<file path="config.mk">
export PLATFORM = sky130hd
export DESIGN_NAME = sgd_weight_update
export DESIGN_NICKNAME = d
export VERILOG_FILES = /design/src/rtl/sgd_weight_update.sv
export SDC_FILE = /design/constraint.sdc
export NUM_CORES = 1
export LEC_CHECK = 0
export BUFFER_PORTS_ARGS = -buffer_cell sky130_fd_sc_hd__buf_2
export CORE_MARGIN = 5
export CORE_UTILIZATION = 58
export CTS_CLUSTER_DIAMETER = 40
export DETAILED_ROUTE_END_ITERATION = 8
export GPL_ROUTABILITY_DRIVEN = 0
export GPL_TIMING_DRIVEN = 0
export PLACE_DENSITY_LB_ADDON = 0.15
export SLEW_MARGIN = 40
export SYNTH_ARGS = -nofsm -noshare
export SYNTH_HDL_FRONTEND = slang
export SYNTH_SLANG_ARGS = --single-unit
</file>
<file path="constraint.sdc">
create_clock -name clk_i -period 11.4 [get_ports clk_i]
set_input_delay 1.71 -clock clk_i [delete_from_list [all_inputs] [get_ports clk_i]]
set_output_delay 1.71 -clock clk_i [all_outputs]
set_load 0.02 [all_outputs]
</file>
<file path="src/rtl/sgd_weight_update.sv">
// SGD weight-update engine: collects one gradient per weight, then applies
// w <- sat(w - (g >>> LR_SHIFT)) to each weight in turn and counts passes.
module sgd_weight_update #(
  parameter int N_W      = 4,
  parameter int W_WIDTH  = 8,
  parameter int G_WIDTH  = 16,
  parameter int LR_SHIFT = 4
) (
  input  logic                      clk_i,
  input  logic                      rst_i,
  input  logic                      en_i,
  input  logic                      init_i,
  input  logic [N_W*W_WIDTH-1:0]    init_w_i,
  input  logic                      grad_valid_i,
  output logic                      grad_ready_o,
  input  logic signed [G_WIDTH-1:0] grad_i,
  output logic [N_W*W_WIDTH-1:0]    w_o,
  output logic                      done_o,
  output logic                      busy_o,
  output logic                      sat_o,
  output logic [7:0]                epoch_o
);

  localparam int IDX_W = (N_W > 1) ? $clog2(N_W) : 1;
  localparam int SH_W  = G_WIDTH - LR_SHIFT;
  localparam int FW    = ((W_WIDTH > SH_W) ? W_WIDTH : SH_W) + 1;
  localparam logic [IDX_W-1:0] IDX_LAST = IDX_W'(N_W - 1);
  localparam logic signed [W_WIDTH-1:0] W_MAX = {1'b0, {(W_WIDTH-1){1'b1}}};
  localparam logic signed [W_WIDTH-1:0] W_MIN = {1'b1, {(W_WIDTH-1){1'b0}}};

  typedef enum logic [1:0] {S_COLLECT, S_UPDATE, S_DONE} state_t;

  state_t                     state_q, state_d;
  logic [IDX_W-1:0]           idx_q;
  logic signed [W_WIDTH-1:0]  w_q [N_W];
  logic signed [G_WIDTH-1:0]  g_q [N_W];
  logic                       sat_q;
  logic [7:0]                 epoch_q;

  logic                       accept;
  logic                       idx_last;
  logic signed [W_WIDTH-1:0]  w_cur;
  logic signed [G_WIDTH-1:0]  g_shift;
  logic signed [FW-1:0]       diff;
  logic                       pos_ovf, neg_ovf;
  logic signed [W_WIDTH-1:0]  w_new;

  assign accept   = grad_valid_i & grad_ready_o;
  assign idx_last = (idx_q == IDX_LAST);

  // Both operands are sign-extended (or the shifted gradient trimmed) to FW
  // bits, which is wide enough that the subtraction itself never overflows.
  assign w_cur    = w_q[idx_q];
  assign g_shift  = g_q[idx_q] >>> LR_SHIFT;
  assign diff     = FW'(w_cur) - FW'(g_shift);
  assign pos_ovf  = ~diff[FW-1] & (|diff[FW-2:W_WIDTH-1]);
  assign neg_ovf  =  diff[FW-1] & ~(&diff[FW-2:W_WIDTH-1]);
  assign w_new    = pos_ovf ? W_MAX : (neg_ovf ? W_MIN : diff[W_WIDTH-1:0]);

  always_ff @(posedge clk_i or negedge rst_i) begin
    // NOTE: sequential state uses non-blocking assignments so every register
    // samples pre-edge values regardless of statement order.
    if (!rst_i) state_q <= S_COLLECT;
    else        state_q <= state_d;
  end

  always_comb begin
    // NOTE: default first so no path through this block leaves state_d
    // unassigned, which would infer a latch.
    state_d = state_q;
    if (en_i) begin
      case (state_q)
        S_COLLECT: if (accept && idx_last) state_d = S_UPDATE;
        S_UPDATE:  if (idx_last)           state_d = S_DONE;
        S_DONE:                            state_d = S_COLLECT;
        default:                           state_d = S_COLLECT;
      endcase
    end
  end

  always_comb begin
    grad_ready_o = rst_i & en_i & ~init_i & (state_q == S_COLLECT);
    busy_o       = (state_q == S_UPDATE) | (state_q == S_DONE);
    done_o       = (state_q == S_DONE);
  end

  always_ff @(posedge clk_i or negedge rst_i) begin
    if (!rst_i) begin
      idx_q   <= '0;
      sat_q   <= 1'b0;
      epoch_q <= '0;
      // NOTE: the weight and gradient arrays are reset deliberately so an
      // aborted pass leaves nothing behind; this forces flops, not RAM.
      for (int k = 0; k < N_W; k++) begin
        w_q[k] <= '0;
        g_q[k] <= '0;
      end
    end else if (en_i) begin
      case (state_q)
        S_COLLECT: begin
          if (init_i) begin
            idx_q <= '0;
            sat_q <= 1'b0;
            for (int k = 0; k < N_W; k++) w_q[k] <= init_w_i[k*W_WIDTH +: W_WIDTH];
          end else if (accept) begin
            g_q[idx_q] <= grad_i;
            idx_q      <= idx_last ? '0 : idx_q + IDX_W'(1);
          end
        end
        S_UPDATE: begin
          w_q[idx_q] <= w_new;
          if (pos_ovf || neg_ovf) sat_q <= 1'b1;
          idx_q <= idx_last ? '0 : idx_q + IDX_W'(1);
          // Count the pass as it enters DONE so epoch_o is current with done_o.
          if (idx_last) epoch_q <= epoch_q + 8'd1;
        end
        default: ;
      endcase
    end
  end

  for (genvar k = 0; k < N_W; k++) begin : g_pack
    assign w_o[k*W_WIDTH +: W_WIDTH] = w_q[k];
  end

  assign sat_o   = sat_q;
  assign epoch_o = epoch_q;

endmodule

</file>
==> results.sh, run 1 <==
export IMPL_fmax_mhz=207
export IMPL_vias=4516
export IMPL_syn_area_um2=5420
export IMPL_endpoint_kind="flip-flop"
export IMPL_yosys_area_top_type="dfrtp_1"
export IMPL_yosys_cell_types_count=50
export IMPL_clk_pin_slew_ns=0.10
export IMPL_path_delay_family="compound AO/OA/AOI/OAI gates"
export IMPL_rsz0062_at_grt="no"
export IMPL_dr_pass1_iters=5
export IMPL_cp_required_ns=11.68
export IMPL_avgSynthCellArea_um2=10.8
export IMPL_crit_buf_inv=3
export IMPL_core_um2=9200
export IMPL_synth_yosys_warnings=0
export IMPL_max_slew_margin_pct=50.4
export IMPL_tritoncts="built"
export IMPL_drtIter0Drc=353
export IMPL_yosysTopAreaCellShare_pct=42.9
export IMPL_crit_chain="clkbuf_1 > clkbuf_2 > mux4_2 > ha_1 > fa_1 > nand2b_1 > a211oi_2 > nor2_2 > or3_1 > nor3b_4 > o41ai_4 > buf_6 > a211oi_1 > o21ai_1"
export IMPL_synth_area_top_cells="dfrtp_1 43%, mux2_2 10%, mux4_2 8.3%"
export IMPL_gr_usage_all_layers_pct=26.3
export IMPL_drv_slew=0
export IMPL_yosysSeqAreaShare_pct=42.9
export IMPL_multi_input_area_um2=2860
export IMPL_grt_overflow_total=0
export IMPL_syn_nets=575
export IMPL_hp_class="reg -> reg"
export IMPL_grt_pass1_wl_um=23500
export IMPL_remaining_drc_errors=0
export IMPL_grt_pass1_vias=4652
export IMPL_grt_start_max_net_pins=57
export IMPL_synthTopCellsByCount="93 x dfrtp_1, 49 x mux2_2, 40 x a21oi_1"
export IMPL_placementRows=35
export IMPL_hold_buffers=0
export IMPL_finalSetupTns_ns=0
export IMPL_status="finished clean"
export IMPL_clockBufferDepth=2
export IMPL_tightest_slew_ns=0.744
export IMPL_dpl_hpwl_um=10700
export IMPL_postSynthCellCount=501
export IMPL_crit_fanout=10
export IMPL_drive_gt1_share_pct=31.2
export IMPL_io_pins=97
export IMPL_dieArea_um2=11400
export IMPL_drt_total_wl_um=14400
export IMPL_seqCellArea_um2=2330
export IMPL_cts_root_buf="clkbuf_8"
export IMPL_port_buffer_count=91
export IMPL_postCtsResizedCells=0
export IMPL_ant_nets=0
export IMPL_wire_per_inst_um=20.0
export IMPL_max_cap_violations=0
export IMPL_ys_ff_latch=93
export IMPL_via_per_inst=6.27
export IMPL_fill_cells=754
export IMPL_initial_core_util_pct=58.9
export IMPL_synth_most_common_cell="dfrtp_1"
export IMPL_dieWidth_um=107
export IMPL_cts_buffers=9
export IMPL_timing_final_crit_share_pct=42.3
export IMPL_cts_sinks=93
export IMPL_nets=678
export IMPL_cts_setup_buffers=0
export IMPL_synthArstFlopShare_pct=100
export IMPL_synth_edf_count=0
export IMPL_fin_worst_skew_ns=0.0115
export IMPL_antenna_cells=0
export IMPL_area_delta_synth_final_pct=15.4
export IMPL_die_h_um=107
export IMPL_period_needed_ns=4.82
export IMPL_antenna_found_initial=0
export IMPL_hold_viol=0
export IMPL_finalSetupViolCount=0
export IMPL_insertion_delay_ns=0.37
export IMPL_cts_htree_levels=3
export IMPL_start_kind="flip-flop"
export IMPL_cp_arrival_ns=5.11
export IMPL_critPathKind="reg -> reg"
export IMPL_critPathMaxStageDelay_ns=0.73
export IMPL_slowest_stage="o41ai_4"
export IMPL_synth_top_flop_cell="dfrtp_1"
[path summary, 6_finish.rpt]
path / start / to / slack (ns) / cells after the start
worst max-delay path: idx_q[0] / w_o[16] / 6.58 / 14
worst min register to register: epoch_o[7] / epoch_o[7] / 0.47 / 1
min in group asynchronous: rst_i / w_o[13] / 1.23 / 1
max in group asynchronous: rst_i / w_o[25] / 9.57 / 2
worst min-delay path: epoch_o[7] / epoch_o[7] / 0.47 / 1
worst max register to register: idx_q[0] / w_o[16] / 6.58 / 14
[metal layers]
metal	vias up	GRT usage [%]	wire [um]
met1	2206	34.1	5760
met3	39	5.36	1100
met4	0	9.13	454
li1	2066	-	-
met2	205	44.1	7120
met5	-	0	0
[kinds of logic after synthesis]
logic type      after synthesis  share of synthesized area [%]
compound gates              146                           16.6
mux                          73                           19.2
simple gates                 95                           9.37
xor+xnor                     16                           2.59
flops                        93                           42.9
fa+ha+maj                    21                           4.99
buf+inv                      57                           4.27
[cell type report]
| cell class | instances | share of cell area, % |
|---|---|---|
| timing repair buffer | 92 | 7.82 |
| buffer | 32 | 2.24 |
| tap | 111 | 2.22 |
| multi-input combinational | 351 | 45.7 |
| sequential | 93 | 37.2 |
| clock inverter | 7 | 1.32 |
| inverter | 25 | 1.50 |
| clock buffer | 9 | 1.98 |
[sequential cells by signal, indices dropped and copies added (netlist names)]
signal and flops:
g_q 48, w_o 32, epoch_o 8, idx_q 2, state_q 2, sat_o 1
[metrics by stage]
step	cell area (um2)	instances	setup slack, ns	util [%]	hold WS, ns
after global placement	6010	703	5.91	65.4	0.461
final	6260	720	6.58	68.0	0.474
after CTS	6260	720	6.25	68.0	0.477
after floorplan	5420	501	7.15	-	0.474
after detailed placement	6050	704	6.35	65.8	0.460
after global routing	6260	720	6.34	68.0	0.494
[layout by cell type (no fill, tap or decap), types with 4 or more instances in the layout]
| master | Yosys | final |
|---|---|---|
| a211oi_1 | 22 | 22 |
| a21oi_1 | 40 | 40 |
| a31oi_1 | 4 | 4 |
| and3_1 | 19 | 19 |
| buf_2 | 2 | 93 |
| clkbuf_1 | 24 | 24 |
| clkbuf_8 | 0 | 9 |
| dfrtp_1 | 93 | 93 |
| ha_1 | 20 | 20 |
| inv_1 | 25 | 25 |
| mux2_2 | 49 | 49 |
| mux2i_1 | 4 | 4 |
| mux4_2 | 20 | 20 |
| nand2_1 | 18 | 18 |
| nand2b_1 | 12 | 12 |
| nor2_1 | 23 | 23 |
| nor3_1 | 4 | 4 |
| o21ai_0 | 27 | 27 |
| o21ai_1 | 15 | 15 |
| o22ai_1 | 19 | 19 |
| xnor2_1 | 10 | 10 |
| xor2_1 | 6 | 6 |
Power of run 1 is left out: the tool's default activity adds up to more than one toggle a clock period on the data nets, which glitch-free logic cannot reach.
==> run 2: changes to the inputs <==
--- a/config.mk
+++ b/config.mk
@@ -7,7 +7,7 @@
 export LEC_CHECK = 0
 export BUFFER_PORTS_ARGS = -buffer_cell sky130_fd_sc_hd__buf_2
 export CORE_MARGIN = 5
-export CORE_UTILIZATION = 58
+export CORE_UTILIZATION = 57
 export CTS_CLUSTER_DIAMETER = 40
 export DETAILED_ROUTE_END_ITERATION = 8
 export GPL_ROUTABILITY_DRIVEN = 0
==> constraint.sdc (replaced) <==
create_clock -name clk_i -period 4.6 [get_ports clk_i]
set_input_delay 0.69 -clock clk_i [delete_from_list [all_inputs] [get_ports clk_i]]
set_output_delay 0.69 -clock clk_i [all_outputs]
set_load 0.02 [all_outputs]
==> results.sh, run 2 (synthesis results as in run 1) <==
export IMPL_drtIter0Drc=362
export IMPL_initial_core_util_pct=58.7
export IMPL_reg2reg_depth=14
export IMPL_via_per_inst=6.21
export IMPL_critPathLaunch="idx_q[1]"
export IMPL_remaining_drc_errors=0
export IMPL_drive_gt1_share_pct=32.2
export IMPL_finalCoreUtilization_pct=68.1
export IMPL_grt_start_max_net_pins=58
export IMPL_finalSetupTns_ns=0
export IMPL_critPathKind="reg -> reg"
export IMPL_cts_htree_levels=3
export IMPL_r2r_end="w_o[0]"
export IMPL_endpoint_kind="flip-flop"
export IMPL_r2r_slack_ns=0.47
export IMPL_cts_root_buf="clkbuf_8"
export IMPL_clockBufferDepth=2
export IMPL_grt_pass1_vias=4800
export IMPL_io_pins=97
export IMPL_top_register="g_q"
export IMPL_hold_ws_ns=0.277
export IMPL_max_cap_violations=0
export IMPL_insertion_delay_ns=0.36
export IMPL_cts_buffers=9
export IMPL_crit_fanout=10
export IMPL_antenna_cells=0
export IMPL_antenna_found_initial=0
export IMPL_port_buffer_count=91
export IMPL_reg2reg_from="idx_q[1]"
export IMPL_die_h_um=108
export IMPL_fin_area_um2=6290
export IMPL_multi_input_area_um2=2870
export IMPL_grt_pass1_wl_um=24300
export IMPL_finalSetupViolCount=0
export IMPL_placementRows=35
export IMPL_ant_nets=0
export IMPL_dieArea_um2=11600
export IMPL_fill_cells=719
export IMPL_dieWidth_um=108
export IMPL_largest_reg_flops=48
export IMPL_core_um2=9240
export IMPL_timing_final_crit_share_pct=89.8
export IMPL_fmax_mhz=242
export IMPL_grt_overflow_total=0
export IMPL_wire_per_inst_um=20.0
export IMPL_hp_class="in -> async"
export IMPL_seqCellArea_um2=2330
export IMPL_place_area_um2=6060
export IMPL_mostFrequentLayoutCell="buf_2"
export IMPL_period_needed_ns=4.13
export IMPL_start_kind="flip-flop"
export IMPL_hold_viol=0
export IMPL_max_slew_margin_pct=50.2
export IMPL_nets=681
export IMPL_dr_pass1_iters=5
export IMPL_tritoncts="built"
export IMPL_cp_required_ns=4.89
export IMPL_rsz0062_at_grt="no"
export IMPL_status="finished clean"
export IMPL_fin_worst_skew_ns=0.0149
export IMPL_drt_total_wl_um=14800
export IMPL_tightest_slew_ns=0.746
export IMPL_final_cell_mix="93 x buf_2, 92 x dfrtp_1, 49 x mux2_2, 40 x a21oi_1, 27 x o21ai_0"
export IMPL_cp_endpoint="w_o[0]"
export IMPL_cp_arrival_ns=4.42
export IMPL_dpl_hpwl_um=11000
export IMPL_cts_sinks=93
export IMPL_area_delta_synth_final_pct=16.1
export IMPL_vias=4601
export IMPL_gr_usage_all_layers_pct=26.8
export IMPL_drv_slew=0
export IMPL_clk_pin_slew_ns=0.11
run 2: routing by layer:
metal	up-vias	wire length, um	global-route usage (%)
li1	2072	-	-
met1	2286	5960	35.9
met2	206	7390	43.9
met3	37	1080	4.14
met4	0	391	10.6
met5	-	0	0
run 2: final cells by class:
type	instances	area share, %
buffer	31	2.23
clock buffer	9	1.97
clock inverter	7	0.994
inverter	25	1.49
multi-input combinational	351	45.6
sequential	93	37.0
tap	129	2.57
timing repair buffer	96	8.13
run 2: worst min path at each step:
| stage | cells after the start | to | from |
|---|---|---|---|
| floorplan | 0 | epoch_o[0] | rst_i |
| global placement | 1 | epoch_o[7] | epoch_o[7] |
| detailed placement | 1 | epoch_o[7] | epoch_o[7] |
| CTS | 1 | w_o[15] | rst_i |
| global route | 1 | w_o[5] | rst_i |
| finish | 1 | w_o[5] | rst_i |
run 2: timing repair:
item | in CTS | in global routing
hold buffers | 0 | 0
resized for setup | 4 | 4
setup endpoints to repair | 29 | 28
pin swaps | 1 | 0
cloned | 0 | 0
buffers inserted | 4 | 0
run 2: through the flow:
stage,worst slack (ns),instances
CTS,0.0751,742
global route,0.0930,741
global placement,-0.367,721
floorplan,0.354,501
finish,0.467,741
detailed placement,-0.458,722
run 2: critical path, stage by stage, from the launching register on:
cell and delay, ns:
dfrtp_1 0.46, buf_1 0.55, mux4_2 0.33, inv_1 0.04, ha_1 0.21, fa_1 0.41
nand2b_1 0.23, a211oi_2 0.25, nor2_2 0.12, nor3_1 0.24, o221ai_1 0.29, a41oi_1 0.41
buf_2 0.29, a211oi_1 0.09, o21ai_1 0.15
Power of run 2 is left out for the same reason.
